`src/rtl/rw_serial_frame_rx.sv`:
```
// rw_serial_frame_rx: bit-serial frame receiver, one line bit per clock, W data bits LSB first.
// Ports: clk    - clock, rising edge
//        rst    - asynchronous active-low reset
//        __in0  - serial line, idles high
//        __out0 - registered {valid, err, data[W-1:0]}; valid/err are one-cycle pulses
// Frame: start(0), W data bits, [even parity bit], stop(1).
// Define RW_SERIAL_RX_PARITY_EN to insert and check the even parity bit.
module rw_serial_frame_rx #(
   parameter int W = 8
) (
   input  logic         clk,
   input  logic         rst,
   input  logic         __in0,
   output logic [W+1:0] __out0
);
   localparam int CW = (W > 1) ? $clog2(W) : 1;
`ifdef RW_SERIAL_RX_PARITY_EN
   typedef enum logic [1:0] {IDLE, DATA, PARITY, STOP} state_t;
`else
   typedef enum logic [1:0] {IDLE, DATA, STOP} state_t;
`endif
   state_t        state_q, state_d;
   logic [CW-1:0] cnt_q, cnt_d;
   logic [W-1:0]  sr_q, sr_d;
   logic [W+1:0]  out_q, out_d;
   logic          bad;
`ifdef RW_SERIAL_RX_PARITY_EN
   logic          perr_q, perr_d;
   assign bad = ~__in0 | perr_q;
   always_ff @(posedge clk or negedge rst)
      if (!rst) perr_q <= 1'b0;
      else      perr_q <= perr_d;
   // Flag is cleared on every start bit so a stale mismatch never leaks into the next frame.
   always_comb begin
      perr_d = perr_q;
      if (state_q == IDLE) perr_d = 1'b0;
      if (state_q == PARITY) perr_d = ^sr_q ^ __in0;
   end
`else
   assign bad = ~__in0;
`endif
   always_ff @(posedge clk or negedge rst)
      if (!rst) begin
         state_q <= IDLE;
         cnt_q   <= '0;
         sr_q    <= '0;
         out_q   <= '0;
      end else begin
         state_q <= state_d;
         cnt_q   <= cnt_d;
         sr_q    <= sr_d;
         out_q   <= out_d;
      end
   // Pulses drop back to 0 every cycle; data field holds until the next frame ends.
   always_comb begin
      state_d = state_q;
      cnt_d   = cnt_q;
      sr_d    = sr_q;
      out_d   = {2'b00, out_q[W-1:0]};
      case (state_q)
         IDLE: if (!__in0) begin
            state_d = DATA;
            cnt_d   = '0;
         end
         DATA: begin
            sr_d[cnt_q] = __in0;
`ifdef RW_SERIAL_RX_PARITY_EN
            if (cnt_q == CW'(W-1)) state_d = PARITY;
`else
            if (cnt_q == CW'(W-1)) state_d = STOP;
`endif
            else cnt_d = cnt_q + CW'(1);
         end
`ifdef RW_SERIAL_RX_PARITY_EN
         PARITY: state_d = STOP;
`endif
         STOP: begin
            out_d   = {~bad, bad, sr_q};
            state_d = IDLE;
         end
         default: state_d = IDLE;
      endcase
   end
   assign __out0 = out_q;
endmodule

```
`config.mk`:
```
export PLATFORM = sky130hd
export DESIGN_NAME = rw_serial_frame_rx
export DESIGN_NICKNAME = d
export VERILOG_FILES = /design/src/rtl/rw_serial_frame_rx.sv
export SDC_FILE = /design/constraint.sdc
export NUM_CORES = 1
export LEC_CHECK = 0
export ABC_AREA = 1
export CAP_MARGIN = 30
export CORE_ASPECT_RATIO = 1.1
export CORE_MARGIN = 10
export CORE_UTILIZATION = 29
export DETAILED_ROUTE_END_ITERATION = 10
export SLEW_MARGIN = 20
export SYNTH_ARGS = -nofsm -noshare
export SYNTH_HDL_FRONTEND = slang
export SYNTH_SLANG_ARGS = --single-unit
```
`constraint.sdc`:
```
create_clock -name clk -period 1.7 [get_ports clk]
set_input_delay 0.34 -clock clk [delete_from_list [all_inputs] [get_ports clk]]
set_output_delay 0.34 -clock clk [all_outputs]
set_load 0.005 [all_outputs]
```
==> summary.txt <==
Routing
  – Post-DR vias/cell: about 4.4
  – Vias: 811
  – Post-Route WL: around 2000 µm
  – Iteration-0 DRC Markers: 54
  – Routed WL per cell: 10.7 µm
  – Drc violations: 0
  – Drt first pass iters: 4
  – Post-DRT Antenna Nets: 0

Clocking
  – Clk Tree Root Cell: clkbuf_4
  – Hold-fix buffers at CTS: 0
  – CTS H-tree depth: 1
  – Clk sinks: 23
  – Clock tree buffer depth: 2
  – CTS tree: done
  – Clock-pin transition on the worst setup and hold timing paths: 0.12 ns
  – # resized after CTS: 0
  – Clock latency on the worst-skew pair: just over 0.3 ns
  – CTS buffer count: 3
  – Post-CTS setup buffers: 0

Power and ir drop
  – Int Pwr: about 1.2 mW
  – Leakage power: 0.631 nW
  – Sw Ratio: roughly 40%
  – Part of the power in combinational logic: between 40% and 50%
  – Clock share of power: 12.6%
  – PwrDens: about 1600 nW/µm²
  – NetSw: about 780 µW
  – Sequential power share: a little under half
  – Overall power: 1.99 mW
  – Peak VDD IR: around 0.36 mV

Run
  – Maxcap violations: 0

Die
  – Die X: between 70 and 80 µm
  – Core ar.: around 3400 µm²
  – Starting Density: between 30% and 40%
  – Die Span Y: slightly above 80 µm
  – Io pins: 13
  – Row count: 22
  – Die ar.: 6280 µm²

Outcome
  – Outcome: completed

GRT
  – First-pass GRT wire length: 3800 µm
  – GR Util All Layers: 7.20%
  – Total gr overflow: 0
  – Initial antenna violation count: 0
  – Vias in the first global route: a little under 900
  – Largest net degree at the start of global routing: 24

Logic synthesis
  – Ys Warns: 0
  – Synth Register Bits: 23
  – Mapped Area: just over 1000 µm²
  – Register area share after synthesis: 56.6%
  – Cells after synthesis: 120
  – Synth Area per Inst: between 8 and 9 µm²
  – Synth Net Count: around 130
  – Cell variety after synth: 13

Timing
  – Fin crit period: between 1.5 and 2 ns
  – Final Skew: about 0.0048 ns
  – Peak Freq: roughly 0.65 GHz
  – Slew headroom: approximately four fifths
  – Final Max Slew Viols: 0
  – Slew @ Worst Pin: 0.307 ns
  – Setup violators final: 0
  – Setup TNS: 0 ns
  – Final period util: about nine tenths
  – Hold Violations, Final: 0
  – RSZ-0062 raised after global routing: false

Place
  – PortBufs: 12
  – Post-DP HPWL: roughly 1500 µm
  – GPL Wtd Cong: 0.787

Finish
  – Area grow syn2layout: 20.5%
  – Most frequent cells in the layout: nand2_1, dfrtp_1, nand3_1, clkdlybuf4s50_1, nor2_1
  – Fin nets: roughly 140
  – Diodes inserted: 0
  – Layout cells sized above 1: 9.56%
  – Most common cell after layout, fill and taps aside: nand2_1

Setup path
  – Critical path peak fanout: 2
  – Worst Setup Path Type: reg -> out
  – CP required: 1.36 ns
  – Critical-path cell list: clkdlybuf4s50_1
  – Worst path arrival time: around 1.2 ns
  – CP delay by family, top: buffers and inverters
  – CP endpoint kind: output port
  – Crit path max-delay cell type: clkdlybuf4s50_1
  – Crit-path max cell delay: about 0.51 ns
  – Buf+Inv Stages, Crit Path: 1
  – R2r setup slk: 0.31 ns
  – CP Launch Type: flip-flop

Hold path
  – Hold Path Class: in -> async
## cell usage after synthesis, drive strengths merged
cell	count	area share (%)
dfrtp	23	57
nand4	2	1.2
o21ai	3	1.5
nand3	19	9.3
buf	3	2.1
inv	9	3.3
nand2	48	19
nor2	11	4.8
ha	2	2.5
## cell families after synthesis
| logic type | after synthesis | share of synthesized area, % |
|---|---|---|
| AOI/OAI and AO/OA | 3 | 1.48 |
| adders and majority gates | 2 | 2.46 |
| buffers and inverters | 12 | 5.41 |
| DFF | 23 | 56.6 |
| and+or+nand+nor | 80 | 34.1 |
## flip-flops by register name, indices dropped and copies added (netlist names)
signal	count
sr_q	8
__out0	10
cnt_q	3
state_q	2
## layer usage
| layer | GRT usage (%) | wire length (µm) |
|---|---|---|
| met4 | 3.90 | 56 |
| met3 | 1.40 | 66 |
| met1 | 7.61 | 873 |
| met2 | 13.5 | 976 |
| met5 | 0 | 0 |
## power by group through the flow
stage | Combinational [mW] | Clock, mW | Sequential [mW]
CTS | 0.829 | 0.259 | 0.942
floorplan | 0.536 | 0 | 0.928
global placement | 0.805 | 0 | 0.944
finish | 0.805 | 0.251 | 0.937
global route | 0.954 | 0.287 | 0.972
detailed placement | 0.825 | 0 | 0.955
## metrics by stage
stage	hold WS [ns]	util (%)	cells	cell area [µm²]	setup WS (ns)
finish	0.355	36.5	184	1230	0.173
global route	0.379	36.5	184	1230	0.0957
CTS	0.366	36.5	184	1230	0.146
detailed placement	0.458	35.7	180	1200	0.317
global placement	0.454	35.7	180	1200	0.378
floorplan	0.0444	-	120	1020	0.431
## area by class of cell
cell class	instances	area [µm²]
repair buffers	15	143
multi-input cells	85	387
well taps	48	60.1
clock buffers	3	22.5
flip-flops and latches	23	576
inverters	9	33.8
clock inverters	1	5.00
fillers	372	2130
## final timing paths
kind	start	end	depth (start not counted)
max in group asynchronous	rst	sr_q[2]	2
hold reg to reg	__out0[1]	__out0[1]	2
setup reg to reg	cnt_q[0]	cnt_q[0]	8
hold / removal	rst	__out0[5]	2
setup / recovery	__out0[3]	__out0[3]	1
min in group clk	__out0[1]	__out0[1]	2
Power figures use the tool's default switching activity.
